<file path="config.mk">
export PLATFORM = sky130hd
export DESIGN_NAME = display_scan_controller
export DESIGN_NICKNAME = d
export VERILOG_FILES = /design/src/rtl/display_scan_controller.sv
export SDC_FILE = /design/constraint.sdc
export NUM_CORES = 1
export LEC_CHECK = 0
export ABC_CLOCK_PERIOD_IN_PS = 3800
export BUFFER_PORTS_ARGS = -buffer_cell sky130_fd_sc_hd__buf_4
export CORE_MARGIN = 5
export CORE_UTILIZATION = 45
export CTS_CLUSTER_DIAMETER = 80
export DETAILED_ROUTE_END_ITERATION = 7
export GPL_TIMING_DRIVEN = 0
export PLACE_DENSITY = 0.67
export SYNTH_ARGS = -nofsm -noshare
export SYNTH_HDL_FRONTEND = slang
export SYNTH_SLANG_ARGS = --single-unit
</file>
<file path="constraint.sdc">
create_clock -name clk -period 3.8 [get_ports clk]
set_clock_uncertainty 0.15 [all_clocks]
set_input_delay 0.19 -clock clk [delete_from_list [all_inputs] [get_ports clk]]
set_output_delay 0.19 -clock clk [all_outputs]
set_load 0.005 [all_outputs]
</file>
<file path="src/rtl/display_scan_controller.sv">
// Multiplexed 4-digit display scanner over a 16-digit BCD answer.
// A refresh divider steps a slot counter across four digit positions;
// select_code picks one of four 4-digit windows and optionally suppresses
// leading zeros. Any window change blanks the display for four slot ticks.
module display_scan_controller #(
    parameter int unsigned REFRESH_DIV = 100000
) (
    input  logic        clk,
    input  logic        reset,
    input  logic [63:0] answer_in,
    input  logic        answer_valid,
    output logic        answer_ready,
    input  logic [2:0]  select_code,
    output logic [3:0]  anode_n,
    output logic [3:0]  digit_bcd,
    output logic        digit_blank,
    output logic [3:0]  window_led
);

    localparam int unsigned DivW = (REFRESH_DIV > 1) ? $clog2(REFRESH_DIV) : 1;

    typedef enum logic [0:0] {StScan, StBlank} state_e;

    state_e          state_q, state_d;
    logic [DivW-1:0] div_cnt_q;
    logic [1:0]      slot_q;
    logic [1:0]      ticks_seen_q, ticks_seen_d;
    logic [63:0]     answer_reg_q;
    logic [2:0]      sel_reg_q;

    logic            tick;
    logic            frame_end;
    logic            sel_change;
    logic [3:0]      idx;
    logic [3:0]      digit;
    logic [3:0]      msd;
    logic            blanked;

    assign tick       = (div_cnt_q == DivW'(REFRESH_DIV - 1));
    assign frame_end  = tick && (slot_q == 2'd3);
    assign sel_change = (select_code != sel_reg_q);

    // Ready depends only on the frame timing, never on answer_valid.
    assign answer_ready = frame_end;

    // Refresh divider and slot counter run free in both FSM states.
    always_ff @(posedge clk or posedge reset) begin
        if (reset) begin
            div_cnt_q <= '0;
            slot_q    <= 2'd0;
        end else if (tick) begin
            div_cnt_q <= '0;
            slot_q    <= slot_q + 2'd1;
        end else begin
            div_cnt_q <= div_cnt_q + DivW'(1);
        end
    end

    // Answer is only taken at a frame boundary so a frame never mixes values.
    always_ff @(posedge clk or posedge reset) begin
        if (reset) begin
            answer_reg_q <= '0;
        end else if (frame_end && answer_valid) begin
            answer_reg_q <= answer_in;
        end
    end

    // Registered copy of select_code; outputs decode only from this copy.
    always_ff @(posedge clk or posedge reset) begin
        if (reset) begin
            sel_reg_q <= 3'd0;
        end else if (sel_change) begin
            sel_reg_q <= select_code;
        end
    end

    // FSM state register.
    always_ff @(posedge clk or posedge reset) begin
        if (reset) begin
            state_q      <= StScan;
            ticks_seen_q <= 2'd0;
        end else begin
            state_q      <= state_d;
            ticks_seen_q <= ticks_seen_d;
        end
    end

    // FSM next state: a select change (re)starts a four-tick blanking period.
    always_comb begin
        state_d      = state_q;
        ticks_seen_d = ticks_seen_q;
        if (sel_change) begin
            state_d      = StBlank;
            ticks_seen_d = 2'd0;
        end else if ((state_q == StBlank) && tick) begin
            if (ticks_seen_q == 2'd3) begin
                state_d      = StScan;
                ticks_seen_d = 2'd0;
            end else begin
                ticks_seen_d = ticks_seen_q + 2'd1;
            end
        end
    end

    // Index of the most significant nonzero digit (0 when all digits are zero).
    always_comb begin
        msd = 4'd0;
        for (int k = 0; k < 16; k++) begin
            if (answer_reg_q[4*k +: 4] != 4'd0) begin
                msd = 4'(k);
            end
        end
    end

    assign idx   = {sel_reg_q[1:0], slot_q};
    assign digit = answer_reg_q[{idx, 2'b00} +: 4];

    // Output decode for the current slot.
    always_comb begin
        blanked     = (state_q == StBlank) || (digit > 4'd9) || (sel_reg_q[2] && (idx > msd));
        anode_n     = 4'b1111;
        digit_bcd   = 4'h0;
        digit_blank = 1'b1;
        window_led  = 4'b0001 << sel_reg_q[1:0];
        if (!blanked) begin
            anode_n[slot_q] = 1'b0;
            digit_bcd       = digit;
            digit_blank     = 1'b0;
        end
    end

endmodule

</file>
==> impl_metrics.yaml <==
setup_path:
  r2r_cells: 7
  startpoint: "answer_reg_q[15]"
  cp_max_fo: 3
  crit_required_ns: 3.46
  rr_startpoint: "div_cnt_q[0]"
  crit_path_end_kind: "primary output"
  startpoint_type: "register"
  crit_type: "register to primary output"
  crit_arrival_ns: 3.34
  r2r_setup_slack_ns: 1.23
  r2r_end: "answer_reg_q[59]"
placed_design:
  place_congestion: 0.816
  hpwl_mm: 8.24
  dp_slack_ns: 0.318
  port_buffers: 83
  dpl.cell_count: 560
  place_area_mm2: 0.00554
sta:
  rsz0062_at_grt: "yes"
  layout_setup_ws_ns: 0.115
  finalSetupViolations: 0
  max_slew_margin_pct: 58.6
  final.min_clock_period_ns: 3.68
  setup-tns-final_ns: 0
  worstMarginPinSlew_ns: 0.616
  slew_violations: 0
  post-route-period-util_pct: 97.0
  max_freq_ghz: 0.271
  hold_violations: 0
floorplan:
  start_util_pct: 45.9
  num_rows: 37
  core-area_mm2: 0.0103
  die_height_um: 112
  dieArea_mm2: 0.0126
  io-pin-count: 84
  die_w_um: 112
cells_and_area:
  stdcell_area_mm2: 0.00648
  num_antenna_cells: 0
  syn_to_final_growth_pct: 37.2
  final-instance-count-excl-fill: 643
  drive_gt1_share_pct: 40.6
  nNetsFinal: 584
  fill_cells: 786
  fin_util_pct: 63.0
power:
  swShare_pct: 21.4
  irDropWorstVdd_mv: 0.210
  p_sw_w: 0.000371
  p_leak_nw: 3.18
  clock_power_share_pct: 36.1
  powerDensity_mw_per_mm2: 268
  power_frac_comb_pct: 9.2
  intPower_w: 0.00137
  pwr-share-seq_pct: 54.7
route:
  wire_per_inst_um: 18.1
  first_pass_iters: 4
  ant_nets: 0
  num_vias: 3426
  drt_iter0_drc: 243
  route.detailed.drc: 0
  viasPerCell: 5.33
  drt-total-wl_mm: 11.7
clock_network:
  ctsLongestPathBuffers: 2
  cts_tree: "yes"
  root_buffer: "clkbuf_8"
  cts_buffers: 9
  clock_sinks: 89
  htreeDepth: 3
  insertion_delay_ns: 0.36
  clk_pin_slew_ns: 0.09
run_status:
  status: "completed"
synth:
  syn-num-nets: 420
  syn_area_mm2: 0.00472
  ys_seq_area_share_pct: 47.2
  netlist_instances: 340
  post_synth.cell_area_avg_um2: 13.9
  synth_edf_count: 0
  yosysUniqueCellTypes: 41
  synthArstFlopShare_pct: 100
  yosys_most_used_dff: "dfrtp_1"
  ys_warn_count: 0
  synth-seq-cells: 89
global_routing:
  grt_pass1_vias: 3791
  grt_pass1_wl_mm: 19.2
  grtUsageTotal_pct: 19.2
  antenna_found_initial: 0
  grt.overflow.total: 0
  grt_max_degree: 50
worst_hold_path:
  worstHoldStart: "answer_valid"
  hold_end: "answer_reg_q[14]"
  whs_path_depth: 3
  hold_class: "primary input to register"
run:
  maxCapViolations: 0
layer usage:
layer | vias up | share of wire, % | GRT usage (%)
met5 | - | 0 | 0
met4 | 0 | 1.8 | 5.69
met3 | 21 | 5.4 | 4.37
met2 | 87 | 49 | 31.5
met1 | 1717 | 44 | 25.6
li1 | 1601 | - | -
state kept, by name, indices dropped and copies added, names as in the netlist:
name	count
div_cnt_q	17
ticks_seen_q	2
answer_reg_q	64
slot_q	2
state_q	1
sel_reg_q	3
cell type report:
type                    instances  area [um^2]  share of cell area, %
inverters                       8         32.5                  0.502
multi-input cells             228         2410                   37.2
plain buffers                  15          118                   1.82
clock buffers                  11          141                   2.18
clock inverters                 3         42.5                  0.657
flip-flops and latches         89         2230                   34.4
repair buffers                153         1340                   20.7
well taps                     136          170                   2.63
how the worst max path moves through the flow:
stage,depth (start not counted),endpoint
floorplan,11,digit_bcd[0]
global placement,2,answer_reg_q[61]
detailed placement,12,digit_bcd[0]
CTS,12,digit_bcd[1]
global route,12,digit_bcd[2]
finish,12,digit_bcd[2]
worst max-delay path, stage by stage (launching register included):
cell	delay, ns
dfrtp_1	0.42
or4_4	0.55
nand2b_4	0.16
a21oi_2	0.14
o21ai_1	0.08
a31oi_1	0.19
ha_1	0.28
nor2b_4	0.13
o21a_1	0.17
o21a_1	0.18
o211a_1	0.27
nor4_2	0.23
buf_4	0.17
cells in the mapped netlist (7+ instances only):
master / instances / area (um^2)
a21oi_1: 7 / 35.0
buf_6: 8 / 90.1
dfrtp_1: 89 / 2230
ha_1: 10 / 125
inv_1: 8 / 30.0
mux2_4: 60 / 901
mux4_2: 18 / 405
nand2_1: 10 / 37.5
nand3_1: 11 / 55.1
nand4_1: 10 / 62.6
nor2_1: 16 / 60.1
nor2b_1: 7 / 43.8
nor4_1: 13 / 81.3
or4_1: 8 / 60.1
xnor2_1: 12 / 105
kinds of logic (layout without fill, tap and decap cells):
kind of cell / after synthesis / after routing / synth area share, %
AOI/OAI and AO/OA: 27 / 27 / 3.79
xor gates and xnor gates: 17 / 17 / 3.15
adders and majority gates: 10 / 10 / 2.65
buffers and inverters: 23 / 190 / 3.13
DFF: 89 / 89 / 47.2
muxes: 82 / 82 / 28.6
and+or+nand+nor: 92 / 92 / 11.5
cells in the final DEF, fill, tap and decap left out, types with 5 or more instances in the layout:
| master | count |
|---|---|
| nor2b_1 | 6 |
| a21oi_1 | 6 |
| xor2_1 | 5 |
| dfrtp_1 | 89 |
| nor4_1 | 9 |
| buf_6 | 8 |
| dlygate4sd3_1 | 68 |
| inv_1 | 7 |
| nand4_1 | 10 |
| ha_1 | 10 |
| clkbuf_8 | 10 |
| mux4_2 | 18 |
| mux2_4 | 60 |
| nand2_1 | 10 |
| xnor2_1 | 12 |
| clkbuf_1 | 7 |
| or4_1 | 5 |
| nand3_1 | 11 |
| o21ai_0 | 5 |
| nor2_1 | 15 |
| buf_4 | 84 |
power by group through the flow:
stage	clock (W)	sequential, W	combinational (W)
after floorplan	0	0.000968	0.0000294
after global placement	0	0.000969	0.0000977
after detailed placement	0	0.000969	0.000104
after CTS	0.000646	0.000950	0.000160
after global routing	0.000688	0.000950	0.000176
final	0.000628	0.000950	0.000160
through the flow:
step                hold slack [ns]  total power (W)
floorplan                     0.138         0.000998
global placement              0.253          0.00107
detailed placement            0.120          0.00107
CTS                           0.214          0.00176
global route                  0.221          0.00181
finish                        0.228          0.00174
timing repair:
| item | CTS | global route |
|---|---|---|
| endpoints found under the setup margin | 6 | 9 |
| pin swaps | 1 | 7 |
| hold endpoints to repair | 107 | 0 |
| buffers inserted | 1 | 0 |
| resized for setup | 1 | 13 |
| gates cloned | 0 | 0 |
| hold buffers | 68 | 0 |
(Power assumes the default switching activity.)
